`src/rtl/char_lane_tracker_pkg.sv`:
```
// Shared types and constants for the falling-character lane tracker.
package char_lane_tracker_pkg;
  localparam int NUM_SLOTS_DEF = 8;

  localparam logic [7:0] ASCII_A = 8'd65;
  localparam logic [7:0] ASCII_Z = 8'd90;
  localparam logic [7:0] ASCII_a = 8'd97;

  typedef struct packed {
    logic       valid;
    logic [7:0] ch;
    logic [2:0] speed;
    logic [8:0] x;
    logic [9:0] y;
  } slot_t;

  typedef enum logic [1:0] {IDLE, SCAN, COMMIT} state_t;

  // Map 'a'..'z' onto 'A'..'Z'; everything else passes through.
  function automatic logic [7:0] fold_key(input logic [7:0] k);
    if (k >= ASCII_a && k <= ASCII_Z + 8'd32) return k - (ASCII_a - ASCII_A);
    return k;
  endfunction
endpackage

```
`src/rtl/char_lane_tracker_free_slot_finder.sv`:
```
// Lowest-index free slot priority encoder; found=0 means every slot is live.
module free_slot_finder #(
  parameter int N = 8
) (
  input  logic [N-1:0]         valid,
  output logic [$clog2(N)-1:0] idx,
  output logic                 found
);
  always_comb begin
    idx   = '0;
    found = 1'b0;
    for (int i = N - 1; i >= 0; i--) begin
      if (!valid[i]) begin
        found = 1'b1;
        idx   = ($clog2(N))'(i);
      end
    end
  end
endmodule

```
`src/rtl/char_lane_tracker.sv`:
```
// Slot pool for falling characters: spawn, per-frame advance, key match scan, stats.
// Build option CASE_FOLD_EN: lowercase keys are folded to uppercase before matching.
module char_lane_tracker
  import char_lane_tracker_pkg::*;
#(
  parameter int         NUM_SLOTS = NUM_SLOTS_DEF,
  parameter logic [8:0] X_LIMIT   = 9'd470,
  parameter int         SCORE_W   = 16,
  localparam int        IDX_W     = $clog2(NUM_SLOTS)
) (
  input  logic               clk,
  input  logic               rst,
  input  logic               spawn_tick,
  input  logic [7:0]         gen_ch,
  input  logic [2:0]         gen_speed,
  input  logic [8:0]         gen_x,
  input  logic [9:0]         gen_y,
  input  logic               frame_tick,
  input  logic               key_valid,
  input  logic [7:0]         key_code,
  input  logic [IDX_W-1:0]   rd_idx,
  output logic               rd_valid,
  output logic [7:0]         rd_ch,
  output logic [8:0]         rd_x,
  output logic [9:0]         rd_y,
  output logic               busy,
  output logic               full,
  output logic               hit,
  output logic               miss,
  output logic               drop,
  output logic [SCORE_W-1:0] score,
  output logic [7:0]         miss_cnt
);
  slot_t                           slots [NUM_SLOTS];
  state_t                          state_q, state_d;
  logic [7:0]                      key_q, key_in;
  logic [IDX_W-1:0]                idx_q, best_idx, free_idx;
  logic [8:0]                      best_x;
  logic                            best_found, free_found, commit_ok, better;
  logic [NUM_SLOTS-1:0]            vld_vec, clr_vec, ret_vec, spawn_vec;
  logic [NUM_SLOTS-1:0][9:0]       sum_vec;
  logic [4:0]                      ret_cnt;
  logic [8:0]                      miss_sum;
  logic [SCORE_W:0]                score_sum;
  slot_t                           new_slot;

`ifdef CASE_FOLD_EN
  assign key_in = fold_key(key_code);
`else
  assign key_in = key_code;
`endif

  free_slot_finder #(.N(NUM_SLOTS)) u_free (
    .valid (vld_vec),
    .idx   (free_idx),
    .found (free_found)
  );

  assign rd_valid = slots[rd_idx].valid;
  assign rd_ch    = slots[rd_idx].ch;
  assign rd_x     = slots[rd_idx].x;
  assign rd_y     = slots[rd_idx].y;
  assign busy     = (state_q != IDLE);

  assign commit_ok = (state_q == COMMIT) && best_found &&
                     slots[best_idx].valid && (slots[best_idx].ch == key_q);
  assign better    = slots[idx_q].valid && (slots[idx_q].ch == key_q) &&
                     (!best_found || slots[idx_q].x > best_x);
  assign score_sum = {1'b0, score} + (SCORE_W+1)'(slots[best_idx].speed);
  assign miss_sum  = {1'b0, miss_cnt} + 9'(ret_cnt);

  always_comb begin
    new_slot       = '0;
    new_slot.valid = 1'b1;
    new_slot.ch    = gen_ch;
    new_slot.speed = (gen_speed == 3'd0) ? 3'd1 : gen_speed;
    new_slot.x     = gen_x;
    new_slot.y     = gen_y;
  end

  // A commit clear wins over the frame advance, so a slot is never both hit and missed.
  always_comb begin
    vld_vec   = '0;
    ret_vec   = '0;
    sum_vec   = '0;
    ret_cnt   = '0;
    clr_vec   = commit_ok ? (NUM_SLOTS'(1) << best_idx) : '0;
    spawn_vec = (spawn_tick && free_found) ? (NUM_SLOTS'(1) << free_idx) : '0;
    for (int i = 0; i < NUM_SLOTS; i++) begin
      vld_vec[i] = slots[i].valid;
      sum_vec[i] = {1'b0, slots[i].x} + {7'd0, slots[i].speed};
      ret_vec[i] = frame_tick && slots[i].valid && !clr_vec[i] &&
                   (sum_vec[i] >= {1'b0, X_LIMIT});
      ret_cnt    = ret_cnt + {4'd0, ret_vec[i]};
    end
  end

  // Spawn only targets a free slot, so it never collides with clear or advance.
  always_ff @(posedge clk or posedge rst) begin
    if (rst) begin
      for (int i = 0; i < NUM_SLOTS; i++) slots[i] <= '0;
    end else begin
      for (int i = 0; i < NUM_SLOTS; i++) begin
        if (clr_vec[i])                          slots[i].valid <= 1'b0;
        else if (frame_tick && slots[i].valid) begin
          if (ret_vec[i])                        slots[i].valid <= 1'b0;
          else                                   slots[i].x     <= sum_vec[i][8:0];
        end else if (spawn_vec[i])               slots[i]       <= new_slot;
      end
    end
  end

  always_ff @(posedge clk or posedge rst) begin
    if (rst) begin
      full     <= 1'b0;
      hit      <= 1'b0;
      miss     <= 1'b0;
      drop     <= 1'b0;
      score    <= '0;
      miss_cnt <= '0;
    end else begin
      full <= !free_found;
      hit  <= commit_ok;
      miss <= |ret_vec;
      drop <= spawn_tick && !free_found;
      if (commit_ok) score <= score_sum[SCORE_W] ? '1 : score_sum[SCORE_W-1:0];
      miss_cnt <= miss_sum[8] ? 8'hFF : miss_sum[7:0];
    end
  end

  always_ff @(posedge clk or posedge rst) begin
    if (rst) state_q <= IDLE;
    else     state_q <= state_d;
  end

  always_comb begin
    state_d = state_q;
    case (state_q)
      IDLE:    if (key_valid) state_d = SCAN;
      SCAN:    if (idx_q == IDX_W'(NUM_SLOTS - 1)) state_d = COMMIT;
      COMMIT:  state_d = IDLE;
      default: state_d = IDLE;
    endcase
  end

  // Scan walks ascending with strict '>', so equal rows keep the lower index.
  always_ff @(posedge clk or posedge rst) begin
    if (rst) begin
      key_q      <= '0;
      idx_q      <= '0;
      best_idx   <= '0;
      best_x     <= '0;
      best_found <= 1'b0;
    end else begin
      case (state_q)
        IDLE: if (key_valid) begin
          key_q      <= key_in;
          idx_q      <= '0;
          best_found <= 1'b0;
        end
        SCAN: begin
          idx_q <= idx_q + 1'b1;
          if (better) begin
            best_found <= 1'b1;
            best_idx   <= idx_q;
            best_x     <= slots[idx_q].x;
          end
        end
        default: ;
      endcase
    end
  end
endmodule

```
`config.mk`:
```
export PLATFORM = sky130hd
export DESIGN_NAME = char_lane_tracker
export DESIGN_NICKNAME = d
export VERILOG_FILES = /design/src/rtl/char_lane_tracker_pkg.sv /design/src/rtl/char_lane_tracker_free_slot_finder.sv /design/src/rtl/char_lane_tracker.sv
export SDC_FILE = /design/constraint.sdc
export NUM_CORES = 1
export LEC_CHECK = 0
export BUFFER_PORTS_ARGS = -buffer_cell sky130_fd_sc_hd__buf_2
export CORE_MARGIN = 4
export CORE_UTILIZATION = 57
export DETAILED_ROUTE_END_ITERATION = 12
export GPL_TIMING_DRIVEN = 0
export HOLD_SLACK_MARGIN = 0.12
export PLACE_DENSITY_LB_ADDON = 0.08
export SLEW_MARGIN = 20
export SYNTH_ARGS = -nofsm -noshare
export SYNTH_HDL_FRONTEND = slang
export SYNTH_SLANG_ARGS = --single-unit
```
`constraint.sdc`:
```
create_clock -name clk -period 10 [get_ports clk]
set_input_delay 1.5 -clock clk [delete_from_list [all_inputs] [get_ports clk]]
set_output_delay 1.5 -clock clk [all_outputs]
set_load 0.01 [all_outputs]
```
---- Word level (Yosys, flattened, before mapping) ----
Index checks and enable logic that the tools add are counted.
cells by class
  add/sub/neg operators ................... 18
  multiply operators ...................... 0
  divide/modulo/power cells ............... 0
  order comparisons ....................... 12
  equality and inequality tests ........... 24
  shift operators ......................... 2
  multiplexer cells ....................... 86
  bitwise operators ....................... 19
  reduce and logical (&&, ||, !) cells .... 92
operators by type and width
  kind                                                                                   number
  31-bit 2-to-1 mux                                                                      14
  31-bit binary-select mux with 3-bit select                                             3
  9-bit 2-to-1 mux                                                                       16
  9-bit by 3-bit adder with 10-bit output                                                8
  10-bit by 9-bit greater-or-equal comparator with 1-bit output (second input constant)  8
  3-bit AND reduction                                                                    17
  1-bit 2-to-1 mux                                                                       34
  1-bit logical AND                                                                      31
  3-bit 2-to-1 mux                                                                       10
  8-bit 2-to-1 mux                                                                       3
  3-bit inequality test (second input constant)                                          8
  2-bit AND reduction                                                                    12
  3-bit nonzero test                                                                     8
  2-bit inequality test (second input constant)                                          11
  2-bit nonzero test                                                                     10
  16-bit by 3-bit adder with 17-bit output                                               1
  8-bit equality test                                                                    2
  16-bit 2-to-1 mux                                                                      1
  1-bit NOT                                                                              16
  1-bit by 3-bit left shift with 8-bit output (first input constant)                     2
  5-bit by 1-bit adder with 5-bit output                                                 3
  4-bit greater-or-equal comparator (second input constant)                              3
  3-bit NOT with 4-bit output                                                            3
  1-bit logical NOT                                                                      10
  18 further kinds                                                                       19
storage, ports and cells
  register bits ........................... 302
  latch bits .............................. 0
  memory bits (writable) .................. 0
  bits in read-only memories .............. 0
  output and inout port bits .............. 57
  logic and storage cells ................. 305
  memories ................................ 0

---- Logic depth before layout (Yosys ltp) ----
  depth after elaboration ................. 19
  mapped depth ............................ 24
  mapped depth without buffers ............ 22

---- Modules after synthesis ----
From an unflattened synthesis, not the netlist that was laid out.
unflattened totals
  cells, all modules ...................... 1704
  area, all modules ....................... 19343.6 um^2
by module, submodules not included
  module             instances  cells each  area an instance (um^2)
  char_lane_tracker  1          1690        19266.0
  free_slot_finder   1          14          77.6

---- Least setup slack after synthesis ----
Ideal clock, no wire load.
  path type ............................... input port to flip-flop
  from .................................... input frame_tick
  to ...................................... register miss_cnt[5]
  arrival ................................. 5.560 ns
  data required time ...................... 9.876 ns
  path slack .............................. 4.316 ns
  stages .................................. 19
  buffers on the path ..................... 2
  path through ............................ clkbuf_1 -> and2_1 -> clkbuf_1 -> nand2_1 -> nor4_1 -> nor2_1 -> nor2_1 -> fa_1 -> inv_1 -> fa_1 -> inv_1 -> fa_1 -> fa_1 -> a21o_1 -> a21oi_1 -> nor2b_1 -> o21ai_0 -> xor2_1 -> nand2_1
between the ends
  longest elaborated chain between the ends .. 12
ends and longest elaborated chain
  what                                                 line                      RTL
  start: declaration                                   char_lane_tracker.sv:18   input logic frame_tick,
  1-bit logical AND (3 in a row)                       char_lane_tracker.sv:92   ret_vec[i] = frame_tick && slots[i].valid && !clr_vec[i] &&
  1-bit by 1-bit adder with 2-bit output               char_lane_tracker.sv:94   ret_cnt = ret_cnt + {4'd0, ret_vec[i]};
  2-bit by 1-bit adder with 3-bit output               char_lane_tracker.sv:94
  3-bit by 1-bit adder with 4-bit output               char_lane_tracker.sv:94
  4-bit by 1-bit adder with 5-bit output               char_lane_tracker.sv:94
  5-bit by 1-bit adder with 5-bit output (2 in a row)  char_lane_tracker.sv:94
  5-bit by 1-bit adder with 5-bit output *             char_lane_tracker.sv:94
  8-bit by 5-bit adder with 9-bit output *             char_lane_tracker.sv:70   assign miss_sum = {1'b0, miss_cnt} + 9'(ret_cnt);
  8-bit 2-to-1 mux *                                   char_lane_tracker.sv:127  miss_cnt <= miss_sum[8] ? 8'hFF : miss_sum[7:0];
  end signal: assignment                               char_lane_tracker.sv:127
  end: declaration                                     char_lane_tracker.sv:32   output logic [7:0] miss_cnt
Mark *: on every way between the ends. The rest lies on a longest branch, timed or not.
A chain may end at the register's enable or synchronous reset.

---- Final worst setup path ----
  from .................................... register, netlist name slots[123]
  to ...................................... register miss_cnt[2]
between the ends
  longest elaborated chain between the ends .. 18
ends and longest elaborated chain
  what                                                 line                      RTL
  31-bit binary-select mux with 3-bit select           char_lane_tracker.sv:66   slots[best_idx].valid && (slots[best_idx].ch == key_q);
  31-bit 2-to-1 mux (2 in a row)                       -
  1-bit logical AND                                    char_lane_tracker.sv:65   assign commit_ok = (state_q == COMMIT) && best_found &&
  1-bit logical AND                                    char_lane_tracker.sv:66
  8-bit 2-to-1 mux                                     char_lane_tracker.sv:87   clr_vec = commit_ok ? (NUM_SLOTS'(1) << best_idx) : '0;
  1-bit logical NOT                                    char_lane_tracker.sv:92
  1-bit logical AND (2 in a row)                       char_lane_tracker.sv:92
  1-bit by 1-bit adder with 2-bit output               char_lane_tracker.sv:94
  2-bit by 1-bit adder with 3-bit output               char_lane_tracker.sv:94
  3-bit by 1-bit adder with 4-bit output               char_lane_tracker.sv:94
  4-bit by 1-bit adder with 5-bit output               char_lane_tracker.sv:94
  5-bit by 1-bit adder with 5-bit output (2 in a row)  char_lane_tracker.sv:94
  5-bit by 1-bit adder with 5-bit output *             char_lane_tracker.sv:94
  8-bit by 5-bit adder with 9-bit output *             char_lane_tracker.sv:70
  8-bit 2-to-1 mux *                                   char_lane_tracker.sv:127
Mark *: on every way between the ends. The rest lies on a longest branch, timed or not. The select of a mux whose other input is x is not followed.

==> results_dict.tcl <==
set metrics [dict create \
    netlist-cell-type-count 97 \
    fillCellCount 2710 \
    p_total_mw 7.217 \
    gp_congestion 1.037 \
    rsz0062_at_grt "no" \
    synth.cell_area_sq_um 19540 \
    cts_buffers 36 \
    startpoint_type "flop" \
    max_freq_mhz 147.4 \
    grt_use_total_pct 34.24 \
    vias_per_cell 6.812 \
    clkTransAtPathRegs_ns 0.06 \
    fin_ws_ns 3.218 \
    cts_root_buf "clkbuf_16" \
    synth_seq_cells 302 \
    start_util_pct 57.98 \
    syn2layout_area_growth_pct 11.83 \
    drt_first_iter_violations 1705 \
    placedCellCount 2321 \
    relSlewSlack_pct 26.38 \
    worstPathRequired_ns 10.41 \
    grt_pass1_wl_microns 96320 \
    place_ws_ns 2.970 \
    wl_per_cell_microns 26.51 \
    io_pins 103 \
    cts_resized 0 \
    power.share.combinational_pct 49.8 \
    final_cells 2385 \
    insertion_delay_ns 0.54 \
    p_int_mw 4.228 \
    powerDensity_nw_per_um2 330.3 \
    top_layer "met5" \
    cts_buffer_depth 3 \
    worstReg2RegEnd "miss_cnt[2]" \
    dr_wl_met3_microns 5380 \
    numPortBuffers 90 \
    final_nets 2015 \
    drive_above_1_share_pct 26.15 \
    synth_edf_count 0 \
    cp_max_fo 10 \
    fin_skew_ns 0.01818 \
    grt_remaining_overflow 0 \
    yosysSeqAreaShare_pct 38.68 \
    power_switching_mw 2.989 \
    switching_share_pct 41.41 \
    drv_slew 0 \
    drc 0 \
    place.detailed.hpwl_microns 46120 \
    postCtsSetupRepairBufs 0 \
    cts_tree "done" \
    ys.flop_type "dfrtp_1" \
    arrival_ns 7.19 \
    num_rows 67 \
    status "finished clean" \
    cp-end-kind "flop" \
    worstMarginPinSlew_ns 1.104 \
    grt_start_max_net_pins 86 \
    final_common_cell "dfrtp_1" \
    syn_nets 1883 \
    postSynthCellCount 1779 \
    finalSetupViolations 0 \
    hold_start "slots[157]" \
    via_count 16247 \
    static-leakage-power_nw 9.462 \
    holdPathStages 2 \
    synthArstFlopShare_pct 100.0 \
    min_period_ns 6.782 \
    finalHoldViolations 0 \
    grt_pass1_vias 15944 \
    hold_end "slots[157]" \
    yosys_warnings 0 \
    vdd_ir_drop_max_uv 184.7 \
    syn_avg_cell_area_sq_um 10.98 \
    cap_violations 0 \
    antenna_found_initial 3 \
    fin_crit_sh_pct 67.82 \
    fp.dieW_microns 193.1 \
    ant_nets 0 \
    most-common-layout-cells "dfrtp_1, nand2_1, mux2_2" \
    wl_microns 63240 \
    dieArea_sq_um 37310 \
    cts.sinks 302 \
    fp.dieH_microns 193.1 \
    drt-met1-wl_microns 26180 \
    ctsHoldBuffers 0 \
    coreArea_sq_um 33700 \
    seq_power_share_pct 31.6 \
    min_path_type "flop to flop" \
    dr.pass1.iters 6 \
    reg2reg_depth 22 \
    h-tree-depth 2 \
    crit_type "flop to flop" \
    wl_met2_microns 28520 \
    clockPowerShare_pct 18.6 \
    reg2reg_slack_ns 3.22 \
    reg2reg_from "slots[123]" \
]
[worst max-delay path by stage]
stage | start | endpoint | slack, ns
2_1_floorplan | rst | best_found | 0.15
3_3_place_gp | rst | score[5] | -3.47
3_5_place_dp | frame_tick | miss_cnt[2] | 2.97
4_1_cts | slots[123] | miss_cnt[2] | 3.22
5_1_grt | slots[123] | miss_cnt[2] | 2.75
6_report | slots[123] | miss_cnt[2] | 3.22
[cell type report]
class                           count  area (sq um)  share of cell area (%)
Multi-Input combinational cell   1299         11230                   51.41
Sequential cell                   302          7557                   34.59
Clock buffer                       53          1056                   4.833
Buffer                            128         571.8                   2.617
Tap cell                          448         560.5                   2.565
Timing Repair Buffer               94         544.3                   2.491
Inverter                           50         195.2                  0.8933
Clock inverter                      9         127.6                  0.5841
Antenna cell                        2         5.005                 0.02291
[synthesized netlist by cell type, drive strengths merged, types with 28 or more instances]
| master | number | area [sq um] |
|---|---|---|
| dfrtp | 302 | 7557 |
| nand2 | 221 | 837.1 |
| mux2 | 201 | 2271 |
| mux4 | 101 | 2275 |
| clkbuf | 87 | 331.6 |
| nor2 | 79 | 296.5 |
| o21ai | 67 | 335.3 |
| inv | 50 | 187.7 |
| ha | 44 | 550.5 |
| buf | 41 | 236.5 |
| a21o | 39 | 292.8 |
| a21oi | 37 | 185.2 |
| nand3 | 34 | 170.2 |
| nor3 | 31 | 155.2 |
| mux2i | 28 | 280.3 |
[power by group through the flow]
| stage | clock, mW | combinational [mW] | sequential (mW) |
|---|---|---|---|
| after global routing | 1.41 | 3.89 | 2.34 |
| after floorplan | 0 | 2.67 | 2.08 |
| after global placement | 0 | 3.44 | 2.24 |
| after detailed placement | 0 | 3.52 | 2.27 |
| final | 1.35 | 3.59 | 2.28 |
| after CTS | 1.36 | 3.54 | 2.26 |
[logic make-up (layout without fill, tap and decap cells)]
group | Yosys count | in the layout | share of synthesized area [%]
xor+xnor | 28 | 28 | 1.409
mux | 330 | 330 | 24.70
compound gates | 376 | 376 | 14.41
fa+ha+maj | 58 | 58 | 4.252
flops | 302 | 302 | 38.68
simple gates | 507 | 507 | 12.69
buf+inv | 178 | 334 | 3.868
other cells | 0 | 2 | 0
[metrics by stage]
stage	setup TNS [ns]	hold slack [ns]	util [%]	cell area, sq um
after floorplan	0	0.4403	-	19540
after global placement	-1039.10	0.4531	60.98	20550
after detailed placement	0	0.4603	61.30	20660
after CTS	0	0.4758	64.81	21840
after global routing	0	0.5008	64.82	21840
final	0	0.4750	64.84	21850
[state kept, by name, indices dropped and copies added (netlist names), 2 cells and up]
| register | cells |
|---|---|
| slots | 248 |
| score | 16 |
| best_x | 9 |
| key_q | 8 |
| miss_cnt | 8 |
| best_idx | 3 |
| idx_q | 3 |
| state_q | 2 |
[worst max-delay path: stages (launching register included)]
cell and delay, ns:
dfrtp_1 0.32, clkbuf_1 0.43, mux4_2 0.33, nor2_1 0.06, nor4_1 0.41, nand4_1 0.36, nand2b_1 0.33, nor4_2 0.67
buf_2 0.38, nor3_1 0.14, fa_1 0.54, inv_1 0.06, fa_1 0.54, inv_1 0.06, fa_1 0.50, fa_1 0.45
inv_1 0.08, fa_1 0.18, nor2b_1 0.06, o21ai_0 0.18, nand2b_1 0.18, nand3_1 0.25, o21ai_0 0.13
[per-layer routing]
metal / vias up / global-route usage [%]
li1: 7004 / -
met1: 8198 / 48.80
met2: 868 / 52.15
met3: 173 / 5.852
met4: 4 / 15.17
met5: - / 0
(Power assumes the default switching activity.)
